===== config.mk =====
export PLATFORM = sky130hd
export DESIGN_NAME = microsequencer_stack
export DESIGN_NICKNAME = d
export VERILOG_FILES = /design/src/rtl/lc3_useq_pkg.sv /design/src/rtl/useq_return_stack.sv /design/src/rtl/microsequencer_stack.sv
export SDC_FILE = /design/constraint.sdc
export NUM_CORES = 1
export LEC_CHECK = 0
export BUFFER_PORTS_ARGS = -buffer_cell sky130_fd_sc_hd__buf_4
export CORE_MARGIN = 2
export CORE_UTILIZATION = 59
export DETAILED_ROUTE_END_ITERATION = 10
export GPL_TIMING_DRIVEN = 0
export PLACE_DENSITY = 0.9
export SYNTH_ARGS = -nofsm -noshare
export SYNTH_HDL_FRONTEND = slang
export SYNTH_SLANG_ARGS = --single-unit
export TNS_END_PERCENT = 10

===== constraint.sdc =====
create_clock -name i_CLK -period 5.2 [get_ports i_CLK]
set_clock_uncertainty 0.05 [all_clocks]
set_input_delay 1.04 -clock i_CLK [delete_from_list [all_inputs] [get_ports i_CLK]]
set_output_delay 1.04 -clock i_CLK [all_outputs]
set_load 0.03 [all_outputs]

===== src/rtl/lc3_useq_pkg.sv =====
// rtl/lc3_useq_pkg.sv - shared encodings for the LC-3 microsequencer
package lc3_useq_pkg;

    typedef enum logic [2:0] {
        COND_NONE  = 3'b000,
        COND_R     = 3'b001,
        COND_BEN   = 3'b010,
        COND_IR11  = 3'b011,
        COND_PSR15 = 3'b100,
        COND_INT   = 3'b101,
        COND_ACV   = 3'b110
    } cond_e;

    typedef enum logic [1:0] {
        SEQ_NORMAL = 2'b00,
        SEQ_CALL   = 2'b01,
        SEQ_RET    = 2'b10
    } seq_op_e;

    localparam int BIT_IR11  = 0;
    localparam int BIT_R     = 1;
    localparam int BIT_BEN   = 2;
    localparam int BIT_PSR15 = 3;
    localparam int BIT_INT   = 4;
    localparam int BIT_ACV   = 5;

endpackage


===== src/rtl/useq_return_stack.sv =====
// rtl/useq_return_stack.sv - micro-return address LIFO
module useq_return_stack #(
    parameter int ADDR_W      = 6,
    parameter int STACK_DEPTH = 4
) (
    input  logic              clk_i,
    input  logic              rst_i,
    input  logic              push_i,
    input  logic              pop_i,
    input  logic [ADDR_W-1:0] data_i,
    output logic [ADDR_W-1:0] top_o,
    output logic              full_o,
    output logic              empty_o
);
    localparam int PTR_W = $clog2(STACK_DEPTH) + 1;

    logic [ADDR_W-1:0] mem_q [STACK_DEPTH];
    logic [PTR_W-1:0]  sp_q, sp_d;
    logic [PTR_W-2:0]  top_idx;

    assign full_o  = (sp_q == PTR_W'(STACK_DEPTH));
    assign empty_o = (sp_q == '0);
    // Wraps harmlessly to the last slot when empty; the parent never pops then.
    assign top_idx = (PTR_W-1)'(sp_q - PTR_W'(1));
    assign top_o   = mem_q[top_idx];

    always_comb begin
        sp_d = sp_q;
        if (push_i && !full_o)
            sp_d = sp_q + PTR_W'(1);
        else if (pop_i && !empty_o)
            sp_d = sp_q - PTR_W'(1);
    end

    always_ff @(posedge clk_i or posedge rst_i) begin
        if (rst_i) begin
            sp_q <= '0;
            for (int i = 0; i < STACK_DEPTH; i++)
                mem_q[i] <= '0;
        end else begin
            sp_q <= sp_d;
            if (push_i && !full_o)
                mem_q[sp_q[PTR_W-2:0]] <= data_i;
        end
    end

endmodule


===== src/rtl/microsequencer_stack.sv =====
// rtl/microsequencer_stack.sv - LC-3 microsequencer with call/return stack and memory-wait timeout
module microsequencer_stack
    import lc3_useq_pkg::*;
#(
    parameter int ADDR_W      = 6,
    parameter int RESET_STATE = 18,
    parameter int STACK_DEPTH = 4,
    parameter int TIMEOUT     = 255,
    parameter int ERR_STATE   = 63
) (
    input  logic              i_CLK,
    input  logic              i_Reset,
    input  logic [ADDR_W-1:0] i_j_field,
    input  logic [2:0]        i_COND_bits,
    input  logic              i_IRD,
    input  logic              i_LD_BEN,
    input  logic [1:0]        i_SEQ_OP,
    input  logic              i_R_Bit,
    input  logic [6:0]        i_IR_15_9,
    input  logic [2:0]        i_NZP,
    input  logic              i_ACV,
    input  logic              i_PSR_15,
    input  logic              i_INT,
    output logic [ADDR_W-1:0] o_State,
    output logic [ADDR_W-1:0] o_AddressNextState,
    output logic              o_BEN,
    output logic              o_MemTimeout,
    output logic              o_StackOverflow,
    output logic              o_StackUnderflow
);
    localparam int CNT_W = (TIMEOUT > 0) ? $clog2(TIMEOUT + 1) : 1;

    logic [ADDR_W-1:0] state_q, state_d;
    logic              ben_q, ben_d;
    logic [CNT_W-1:0]  cnt_q, cnt_d;
    logic              ovf_q, ovf_d, udf_q, udf_d;
    logic [ADDR_W-1:0] cond_addr, stack_top;
    logic              r_wait, timeout_fire, seq_active, is_call, is_ret;
    logic              push, pop, full, empty;

    always_comb begin
        cond_addr = i_j_field;
        case (i_COND_bits)
            COND_ACV:   cond_addr[BIT_ACV]   = i_j_field[BIT_ACV]   | i_ACV;
            COND_INT:   cond_addr[BIT_INT]   = i_j_field[BIT_INT]   | i_INT;
            COND_PSR15: cond_addr[BIT_PSR15] = i_j_field[BIT_PSR15] | i_PSR_15;
            COND_BEN:   cond_addr[BIT_BEN]   = i_j_field[BIT_BEN]   | ben_q;
            COND_R:     cond_addr[BIT_R]     = i_j_field[BIT_R]     | i_R_Bit;
            COND_IR11:  cond_addr[BIT_IR11]  = i_j_field[BIT_IR11]  | i_IR_15_9[2];
            default:    cond_addr = i_j_field;
        endcase
    end

    assign r_wait       = (i_COND_bits == COND_R) && !i_R_Bit;
    assign timeout_fire = (TIMEOUT != 0) && r_wait && (cnt_q == CNT_W'(TIMEOUT));

    // Dispatch and timeout both pre-empt the stack, so neither may push or pop.
    assign seq_active = !i_Reset && !i_IRD && !timeout_fire;
    assign is_call    = seq_active && (i_SEQ_OP == SEQ_CALL);
    assign is_ret     = seq_active && (i_SEQ_OP == SEQ_RET);
    assign push       = is_call && !full;
    assign pop        = is_ret && !empty;

    always_comb begin
        if (i_Reset)
            state_d = ADDR_W'(RESET_STATE);
        else if (timeout_fire)
            state_d = ADDR_W'(ERR_STATE);
        else if (i_IRD)
            state_d = {{(ADDR_W-4){1'b0}}, i_IR_15_9[6:3]};
        else if (is_ret)
            state_d = empty ? ADDR_W'(RESET_STATE) : stack_top;
        else
            state_d = cond_addr;
    end

    always_comb begin
        ben_d = i_LD_BEN ? ((i_IR_15_9[2] & i_NZP[2]) | (i_IR_15_9[1] & i_NZP[1]) |
                            (i_IR_15_9[0] & i_NZP[0])) : ben_q;
        cnt_d = (TIMEOUT == 0 || timeout_fire || !r_wait) ? '0 : cnt_q + CNT_W'(1);
        ovf_d = ovf_q | (is_call && full);
        udf_d = udf_q | (is_ret && empty);
    end

    always_ff @(posedge i_CLK or posedge i_Reset) begin
        if (i_Reset) begin
            state_q <= ADDR_W'(RESET_STATE);
            ben_q   <= 1'b0;
            cnt_q   <= '0;
            ovf_q   <= 1'b0;
            udf_q   <= 1'b0;
        end else begin
            state_q <= state_d;
            ben_q   <= ben_d;
            cnt_q   <= cnt_d;
            ovf_q   <= ovf_d;
            udf_q   <= udf_d;
        end
    end

    useq_return_stack #(
        .ADDR_W      (ADDR_W),
        .STACK_DEPTH (STACK_DEPTH)
    ) u_stack (
        .clk_i   (i_CLK),
        .rst_i   (i_Reset),
        .push_i  (push),
        .pop_i   (pop),
        .data_i  (state_q + ADDR_W'(1)),
        .top_o   (stack_top),
        .full_o  (full),
        .empty_o (empty)
    );

    assign o_State            = state_q;
    assign o_AddressNextState = state_d;
    assign o_BEN              = ben_q;
    assign o_MemTimeout       = timeout_fire && !i_Reset;
    assign o_StackOverflow    = ovf_q;
    assign o_StackUnderflow   = udf_q;

endmodule

==> results of run 1 <==
==> cells by family after synthesis <==
logic type | count (synthesis) | share of synthesized area (%)
buf+inv | 21 | 4.59
mux | 29 | 18.0
fa+ha+maj | 7 | 3.69
simple gates | 50 | 11.9
flops | 44 | 46.5
xor+xnor | 12 | 4.43
compound gates | 32 | 10.8
==> stage by stage <==
step	cell area (um^2)	setup WS, ns	total power (W)
6_report	2850	0.657	0.00111
5_1_grt	2850	0.529	0.00117
2_1_floorplan	2370	0.664	0.000762
3_5_place_dp	2760	0.735	0.000882
4_1_cts	2850	0.710	0.00111
3_3_place_gp	2760	0.701	0.000856
==> layer usage <==
metal  part of all wire (%)  vias to the layer above  GRT usage [%]
met5                      0                        -              0
met2                     47                       99           40.3
met3                    8.7                       21           6.17
met1                     41                      880           34.2
met4                    3.4                        0           15.3
li1                       -                      821              -
==> report_power, final <==
part	total [W]	leakage (nW)	internal (W)	switching, W
clock network	0.000226	0.0434	0.000108	0.000118
logic	0.000397	0.732	0.000202	0.000195
registers	0.000485	0.564	0.000428	0.0000570
==> worst min path at each step <==
stage,slack (ns),end,startpoint,depth (start not counted)
final,0.42,o_StackOverflow,o_StackOverflow,1
after CTS,0.43,o_StackOverflow,o_StackOverflow,1
after global placement,0.40,o_StackUnderflow,o_StackUnderflow,1
after global routing,0.46,o_StackOverflow,o_StackOverflow,1
after detailed placement,0.41,o_StackOverflow,o_StackOverflow,1
after floorplan,0.39,u_stack.mem_q[18],u_stack.mem_q[18],2
==> layout make-up <==
type | instances | area, um^2 | area share (%)
Buffer | 9 | 63.8 | 2.24
Clock buffer | 6 | 82.6 | 2.89
Clock inverter | 2 | 15.0 | 0.526
Inverter | 12 | 45.0 | 1.58
Multi-Input combinational cell | 130 | 1160 | 40.6
Sequential cell | 44 | 1100 | 38.7
Tap cell | 50 | 62.6 | 2.19
Timing Repair Buffer | 43 | 323 | 11.3
==> cells in the mapped netlist, drive strengths merged, types with 4 or more instances <==
master,instances
mux4,6
xnor2,5
nor3,4
nand4,5
a21oi,5
xor2,7
nand3,6
inv,12
a41o,6
dfrtp,42
ha,7
mux2,20
buf,4
nor2,15
clkbuf,5
nand2,6
==> cell usage in the layout (no fill, tap or decap), types with 2 or more instances in the layout <==
master       n
xnor2_1      5
dfstp_2      2
nand3_1      5
a21oi_1      5
nor2_1      15
a31oi_1      3
nor2b_1      2
o21ai_0      3
mux2_2      10
mux4_2       6
a41o_2       4
o31ai_1      2
nand4b_1     3
a22oi_1      3
clkinvlp_4   2
a221oi_1     2
nor3_1       4
buf_4       43
and3_4       2
mux2_4      10
ha_1         7
clkbuf_8     6
dfrtp_1     42
nand2_1      6
inv_1       11
xor2_1       7
buf_6        4
nand4_1      5
mux2i_1      3
a41o_1       2
clkbuf_1     5
==> sequential cells by signal (all words and copies together), names as in the netlist <==
signal / flops
cnt_q: 8
o_BEN: 1
o_StackOverflow: 1
o_StackUnderflow: 1
o_State: 6
u_stack.mem_q: 24
u_stack.sp_q: 3
==> worst reg2reg max path, delay by kind of cell (launching register included) <==
| family | cells | cell delay, ns |
|---|---|---|
| compound gates | 1 | 0.69 |
| fa+ha+maj | 1 | 0.34 |
| buf+inv | 3 | 1.04 |
| flops | 1 | 0.38 |
| mux | 1 | 0.29 |
| simple gates | 1 | 0.05 |
==> impl_metrics.yaml, run 1 <==
run_status:
  status: "finished clean"
synth:
  synthFlopType: "dfrtp_1"
  avgSynthCellArea_um2: 12.2
  async_flop_share_pct: 100
  ys.warnings.count: 0
  syn-num-nets: 231
  synth_top_area_share_pct: 44.3
  synth-edff-count: 0
  syn_inst: 195
  ys_types: 44
  seq_area_frac_synth_pct: 46.5
  synth_top_cell_by_area: "dfrtp_1"
  yosys_register_bits: 44
  netlist_area_um2: 2370
  synth_area_leaders: "dfrtp_1 (44%), mux2_4 (6.3%), mux4_2 (5.7%)"
placement:
  dp_cells: 288
  place_congestion: 0.874
  dp_hpwl_um: 4050
  io_buffers: 43
setup_path:
  path_cells: "buf_4, or4b_1, buf_6, o31ai_1, nor3_1, o311ai_0, buf_4"
  cp_top_family: "compound AO/OA/AOI/OAI gates"
  worst-path-buf-inv: 3
  reg2reg_to: "o_State[4]"
  r2r_start: "u_stack.sp_q[0]"
  critical_path_class: "in -> out"
  startpoint_type: "primary input"
  startpoint: "i_COND_bits[2]"
  critical_path_arrival_ns: 3.45
  rrSetupSlack_ns: 2.20
  crit_end: "o_AddressNextState[4]"
  path_common_cell: "buf_4"
  reg2reg_depth: 7
  worstPathMaxFanout: 9
  cp_slowest_stage_delay_ns: 0.69
  crit_slowest_cell: "o311ai_0"
  cp-end-kind: "output pin"
  required_ns: 4.11
  path_depth: 7
cells_and_area:
  finalNonFillerCells: 296
  antenna_cells: 0
  area_delta_synth_final_pct: 20.4
  nNetsFinal: 281
  post-route-util_pct: 72.4
  layout-drive-gt1-share_pct: 38.6
  fill_cells: 256
drt:
  post_drt_wl_per_cell_um: 18.4
  num_vias: 1821
  vias_per_cell: 6.15
  routed_wl_um: 5450
  antenna_left: 0
  drc_errors: 0
  drt-initial-drc-count: 154
  drt_first_pass_iters: 4
power_and_ir_drop:
  power.density_nw_per_um2: 388
  p_leak_nw: 1.34
  peakVddDrop_mv: 0.318
global_route:
  grt_max_degree: 46
  grt_usage_pct: 26.3
  grt_pass1_wl_um: 8450
  grt_overflow: 0
  grt_pass1_vias: 1743
  antenna_found_initial: 0
die:
  start_util_pct: 60.1
  die-width_um: 67.4
  die_h_um: 67.4
  rows: 23
  io_pins: 45
  die_area_um2: 4540
  core_um2: 3940
timing:
  fin_tns_setup_ns: 0
  hold_viol_final: 0
  fin_crit_ns: 4.54
  slew_headroom_pct: 39.6
  drv_slew: 0
  max_freq_ghz: 0.220
  whs_ns: 0.423
  finalSetupViolations: 0
  fin_crit_sh_pct: 87.4
  rsz0062_at_grt: "no"
  tightest_slew_ns: 0.905
clocking:
  clk_path_buf_depth: 2
  cts_resized: 0
  clock-root-buffer: "clkbuf_8"
  cts_hold_buf: 0
  h-tree-depth: 2
  cts_tree: "built"
  clk_latency_ns: 0.30
  postCtsSetupRepairBufs: 0
  cts_made_buffers: 5
  cts.sinks: 44
  path_clk_slew_ns: 0.08
job:
  cap_violations: 0
min_path:
  holdCritPathClass: "reg -> reg"
Note: power is estimated with default switching activity, not from simulation.
==> run 2, diff against run 1 <==
--- a/config.mk
+++ b/config.mk
@@ -5,12 +5,13 @@
 export SDC_FILE = /design/constraint.sdc
 export NUM_CORES = 1
 export LEC_CHECK = 0
+export ABC_AREA = 1
 export BUFFER_PORTS_ARGS = -buffer_cell sky130_fd_sc_hd__buf_4
 export CORE_MARGIN = 2
-export CORE_UTILIZATION = 59
+export CORE_UTILIZATION = 60
 export DETAILED_ROUTE_END_ITERATION = 10
 export GPL_TIMING_DRIVEN = 0
-export PLACE_DENSITY = 0.9
+export PLACE_DENSITY = 0.91
 export SYNTH_ARGS = -nofsm -noshare
 export SYNTH_HDL_FRONTEND = slang
 export SYNTH_SLANG_ARGS = --single-unit
==> impl_metrics.yaml, run 2 <==
die:
  core_um2: 4000
  rows: 23
  die_h_um: 68.6
  die_area_um2: 4700
  io_pins: 45
  die-width_um: 68.6
  start_util_pct: 62.6
synth:
  synth_compound_area_share_pct: 16.3
  synth_area_leaders: "dfrtp_1 (42%), nand2_1 (11%), inv_1 (5.7%)"
  yosys_register_bits: 44
  synth-simple-area-share_pct: 26.5
  ys.warnings.count: 0
  avgSynthCellArea_um2: 8.20
  synthFlopType: "dfrtp_1"
  synthAdderAreaFrac_pct: 3.50
  yosysMostFrequentCell: "nand2_1"
  async_flop_share_pct: 100
  synth_top_cell_by_area: "dfrtp_1"
  netlist_area_um2: 2500
  seq_area_frac_synth_pct: 44.1
  synth_xor_area_share_pct: 2.10
  synth_mux_area_share_pct: 0
  synth_common_cells: "nand2_1 (72), dfrtp_1 (42), inv_1 (38)"
  ys_types: 33
  syn-num-nets: 341
  synth_top_area_share_pct: 42.0
  synth_top_family_by_area: "simple AND/OR/NAND/NOR gates"
  syn_inst: 305
  synth-edff-count: 0
clocking:
  cts_tree: "built"
  postCtsSetupRepairBufs: 0
  clk_latency_ns: 0.31
  clk_path_buf_depth: 2
  h-tree-depth: 2
  path_clk_slew_ns: 0.08
  cts.sinks: 44
  clock-root-buffer: "clkbuf_8"
  cts_made_buffers: 5
  cts_resized: 0
  cts_hold_buf: 0
timing:
  drv_slew: 0
  fin_crit_sh_pct: 69.9
  slew_headroom_pct: 66.7
  hold_viol_final: 0
  tightest_slew_ns: 0.497
  finalSetupViolations: 0
  rsz0062_at_grt: "no"
  fin_tns_setup_ns: 0
  fin_crit_ns: 3.64
  max_freq_ghz: 0.275
  whs_ns: 0.427
setup_path:
  r2r_start: "u_stack.sp_q[0]"
  rrSetupSlack_ns: 3.02
  worstPathMaxFanout: 9
  startpoint_type: "register"
  critical_path_arrival_ns: 2.55
  required_ns: 4.11
  reg2reg_to: "o_State[4]"
  cp-end-kind: "output pin"
  critical_path_class: "reg -> out"
  reg2reg_depth: 10
cells_and_area:
  area_delta_synth_final_pct: 20.0
  final_cell_mix: "nand2_1 (72), buf_4 (44), dfrtp_1 (42), inv_1 (37), o21ai_0 (23)"
  final_common_cell: "nand2_1"
  layout-drive-gt1-share_pct: 24.9
  top_register: "u_stack.mem_q"
  nNetsFinal: 393
  fill_cells: 299
  largest_reg_flops: 24
  antenna_cells: 0
power_and_ir_drop:
  switching_share_pct: 42.9
  p_leak_nw: 1.50
  seqPwrFrac_pct: 39.2
  p_clk_share_pct: 17.0
  pwr-share-comb_pct: 43.8
  peakVddDrop_mv: 0.213
  intPower_w: 0.000726
  power.density_nw_per_um2: 423
  p_sw_w: 0.000545
drt:
  drc_errors: 0
  drt_first_pass_iters: 4
  routed_wl_um: 6290
  vias_per_cell: 5.70
  num_vias: 2326
  post_drt_wl_per_cell_um: 15.4
  drt-initial-drc-count: 242
  antenna_left: 0
placement:
  dp_hpwl_um: 4610
  io_buffers: 44
  place_congestion: 0.884
global_route:
  grt_overflow: 0
  grt_pass1_wl_um: 9960
  grt_usage_pct: 29.5
  grt_max_degree: 45
  grt_pass1_vias: 2253
  antenna_found_initial: 0
min_path:
  hold-path-cell-count: 1
  holdCritPathClass: "reg -> reg"
  min_from: "cnt_q[0]"
  worstHoldEndpoint: "cnt_q[0]"
run_status:
  status: "finished clean"
job:
  cap_violations: 0
-- run 2: cell type report --
| class | instances | area, um^2 | area share, % |
|---|---|---|---|
| plain buffers | 5 | 38.8 | 1.29 |
| clock buffers | 5 | 68.8 | 2.29 |
| clock inverters | 3 | 18.8 | 0.625 |
| inverters | 40 | 150 | 5.00 |
| multi-input cells | 216 | 1210 | 40.3 |
| flip-flops and latches | 44 | 1100 | 36.8 |
| well taps | 50 | 62.6 | 2.08 |
| repair buffers | 45 | 350 | 11.7 |
-- run 2: worst max-delay path, cell delays in order, from the launching register on --
cell,delay (ns)
dfrtp_1,0.41
inv_1,0.19
ha_1,0.35
buf_2,0.21
inv_1,0.16
a21oi_1,0.17
o21ai_0,0.13
a21oi_1,0.19
nand2_1,0.08
nand3_1,0.08
nand2_1,0.09
buf_4,0.18
-- run 2: per-stage QoR --
step	cells	setup slack [ns]	instance area [um^2]	power (W)	util [%]
after floorplan	305	1.62	2500	0.000865	-
after global placement	399	1.00	2900	0.00101	72.4
after detailed placement	400	1.81	2920	0.00104	72.9
after CTS	408	1.63	3000	0.00126	75.1
after global routing	408	1.43	3000	0.00134	75.1
final	408	1.56	3000	0.00127	75.1
-- run 2: worst max-delay path by stage --
stage | depth (start not counted) | from | to
after floorplan | 4 | i_Reset | o_AddressNextState[1]
after global placement | 6 | i_Reset | o_AddressNextState[1]
after detailed placement | 8 | i_IRD | o_AddressNextState[5]
after CTS | 11 | u_stack.sp_q[0] | o_AddressNextState[4]
after global routing | 11 | u_stack.sp_q[0] | o_AddressNextState[4]
final | 11 | u_stack.sp_q[0] | o_AddressNextState[4]
-- run 2: kinds of logic (layout without fill, tap and decap cells) --
logic type,after synthesis,after routing
compound gates,73,73
xor+xnor,6,6
fa+ha+maj,7,7
buf+inv,45,98
flops,44,44
simple gates,130,130
-- run 2: power groups by stage --
stage                     Clock (W)  Sequential [W]  Combinational, W
after floorplan                   0        0.000513          0.000353
after global placement            0        0.000497          0.000511
after detailed placement          0        0.000502          0.000535
after CTS                  0.000217        0.000497          0.000547
after global routing       0.000228        0.000508          0.000606
final                      0.000217        0.000498          0.000556
-- run 2: routing by layer --
| metal | GRT usage, % | wire [um] | vias to the layer above | share of wire, % |
|---|---|---|---|---|
| li1 | - | - | 1103 | - |
| met1 | 34.1 | 2500 | 1124 | 40 |
| met2 | 53.2 | 3320 | 84 | 53 |
| met3 | 6.01 | 339 | 15 | 5.4 |
| met4 | 11.5 | 130 | 0 | 2.1 |
| met5 | 0 | 0 | - | 0 |
==> run 3, diff against run 2 <==
--- a/config.mk
+++ b/config.mk
@@ -5,13 +5,13 @@
 export SDC_FILE = /design/constraint.sdc
 export NUM_CORES = 1
 export LEC_CHECK = 0
-export ABC_AREA = 1
+export ABC_AREA = 0
 export BUFFER_PORTS_ARGS = -buffer_cell sky130_fd_sc_hd__buf_4
 export CORE_MARGIN = 2
-export CORE_UTILIZATION = 60
+export CORE_UTILIZATION = 50
 export DETAILED_ROUTE_END_ITERATION = 10
 export GPL_TIMING_DRIVEN = 0
-export PLACE_DENSITY = 0.91
+export PLACE_DENSITY = 0.82
 export SYNTH_ARGS = -nofsm -noshare
 export SYNTH_HDL_FRONTEND = slang
 export SYNTH_SLANG_ARGS = --single-unit
==> constraint.sdc (replaced) <==
create_clock -name i_CLK -period 3.1 [get_ports i_CLK]
set_clock_uncertainty 0.05 [all_clocks]
set_input_delay 0.62 -clock i_CLK [delete_from_list [all_inputs] [get_ports i_CLK]]
set_output_delay 0.62 -clock i_CLK [all_outputs]
set_load 0.03 [all_outputs]
==> impl_metrics.yaml, run 3 (synthesis results as in run 1) <==
timing:
  tightest_slew_ns: 0.730
  max_freq_ghz: 0.324
  slew_headroom_pct: 51.3
  drv_slew: 0
  hold_viol_final: 0
  fin_crit_sh_pct: 99.6
  timing.final.ws_setup_ns: 0.0132
  fin_crit_ns: 3.09
  finalSetupViolations: 0
  whs_ns: 0.434
setup_path:
  critical_path_class: "in -> out"
  critical_path_arrival_ns: 2.42
  worstPathMaxFanout: 6
  cp_slowest_stage_delay_ns: 0.59
  required_ns: 2.43
  path_cells: "buf_4, or4b_4, or3_2, a31oi_1, buf_4"
  crit_slowest_cell: "or4b_4"
  startpoint_type: "primary input"
  path_common_cell: "buf_4"
  cp-end-kind: "output pin"
global_route:
  grt_pass1_vias: 1769
  grt_usage_pct: 21.4
  grt_overflow: 0
  grt_pass1_wl_um: 8600
  grt_max_degree: 29
  antenna_found_initial: 0
clocking:
  clock-root-buffer: "clkbuf_8"
  clk_latency_ns: 0.30
  cts_made_buffers: 5
  cts_tree: "built"
  clk_path_buf_depth: 2
  path_clk_slew_ns: 0.09
  cts.sinks: 44
  h-tree-depth: 2
drt:
  post_drt_wl_per_cell_um: 18.5
  drc_errors: 0
  drt_first_pass_iters: 5
  vias_per_cell: 5.90
  routed_wl_um: 5570
  drt-initial-drc-count: 124
  num_vias: 1776
  antenna_left: 0
die:
  die_area_um2: 5310
  die-width_um: 72.9
  rows: 25
  io_pins: 45
  die_h_um: 72.9
  core_um2: 4660
  start_util_pct: 50.9
job:
  cap_violations: 0
cells_and_area:
  antenna_cells: 0
  fill_cells: 359
  layout-drive-gt1-share_pct: 43.7
  finalNonFillerCells: 301
  largest_reg_flops: 24
  final_common_cell: "buf_4"
  nNetsFinal: 282
  top_register: "u_stack.mem_q"
  final_cell_mix: "buf_4 (44), dfrtp_1 (42), nor2_1 (15), inv_1 (11)"
  area_delta_synth_final_pct: 25.4
power_and_ir_drop:
  total_power_w: 0.00191
  p_leak_nw: 1.37
  power.density_nw_per_um2: 642
  peakVddDrop_mv: 0.277
run_status:
  status: "finished clean"
placement:
  dp_hpwl_um: 3990
  dp_cells: 293
  place_congestion: 0.792
  io_buffers: 43
  post-place-ws_ns: -0.356
min_path:
  holdCritPathClass: "in -> async"
## run 3: changes by cell type in the layout (fill, tap and decap cells not counted), moves of 6 or more
cell	previous run	this run
nand2_1	72	5
inv_1	37	11
o21ai_0	23	3
a21oi_1	22	5
o21ai_1	13	0
mux2_2	0	10
mux2_4	0	10
nor2_4	8	0
mux4_2	0	6
nand2_2	7	1
## run 3: repair_timing
action / in CTS / in global routing
resized for setup: 7 / 9
hold buffers: 0 / 0
endpoints found under the setup margin: 6 / 6
pin swaps: 0 / 4
setup buffers: 0 / 2
## run 3: critical path, delay by kind of cell
family / cells / cell delay, ns
simple gates: 2 / 1.16
buf+inv: 2 / 0.35
compound gates: 1 / 0.28
## run 3: stage by stage
stage          TNS [ns]  cell area, um^2  utilization (%)
2_1_floorplan    -0.169             2380                -
3_3_place_gp      -1.31             2770             59.4
3_5_place_dp      -1.32             2790             59.8
4_1_cts          -0.283             2920             62.6
5_1_grt         -0.0158             2970             63.8
6_report              0             2970             63.8
## run 3: routing by layer
layer	global-route usage, %	vias to the layer above	routed length, um	share of wire (%)
met1	28.0	894	2330	42
met5	0	-	0	0
met2	35.4	49	2980	53
met4	8.44	0	79	1.4
li1	-	825	-	-
met3	3.87	8	182	3.3
## run 3: layout make-up
cell class	count	area (um^2)	share of cell area, %
multi-input cells	130	1250	41.9
flip-flops and latches	44	1100	37.1
repair buffers	46	362	12.2
clock buffers	6	82.6	2.78
well taps	54	67.6	2.27
plain buffers	7	52.6	1.77
inverters	12	45.0	1.51
clock inverters	2	15.0	0.505
## run 3: power breakdown
| part | leakage, nW | switching, W | total [W] | internal, W |
|---|---|---|---|---|
| Combinational | 0.760 | 0.000341 | 0.000715 | 0.000374 |
| Sequential | 0.564 | 0.0000946 | 0.000812 | 0.000717 |
| Clock | 0.0434 | 0.000204 | 0.000384 | 0.000181 |
| Total | 1.37 | 0.000639 | 0.00191 | 0.00127 |
## run 3: final timing paths
| check | startpoint | end | slack, ns | cells past startpoint |
|---|---|---|---|---|
| setup / recovery | i_R_Bit | o_AddressNextState[2] | 0.01 | 5 |
| hold / removal | i_Reset | o_State[5] | 0.43 | 2 |
| setup reg to reg | u_stack.sp_q[0] | u_stack.mem_q[20] | 0.82 | 6 |
| hold reg to reg | o_StackOverflow | o_StackOverflow | 0.44 | 1 |
| max in group asynchronous | i_Reset | o_State[1] | 2.01 | 3 |
| min in group i_CLK | o_StackOverflow | o_StackOverflow | 0.44 | 1 |
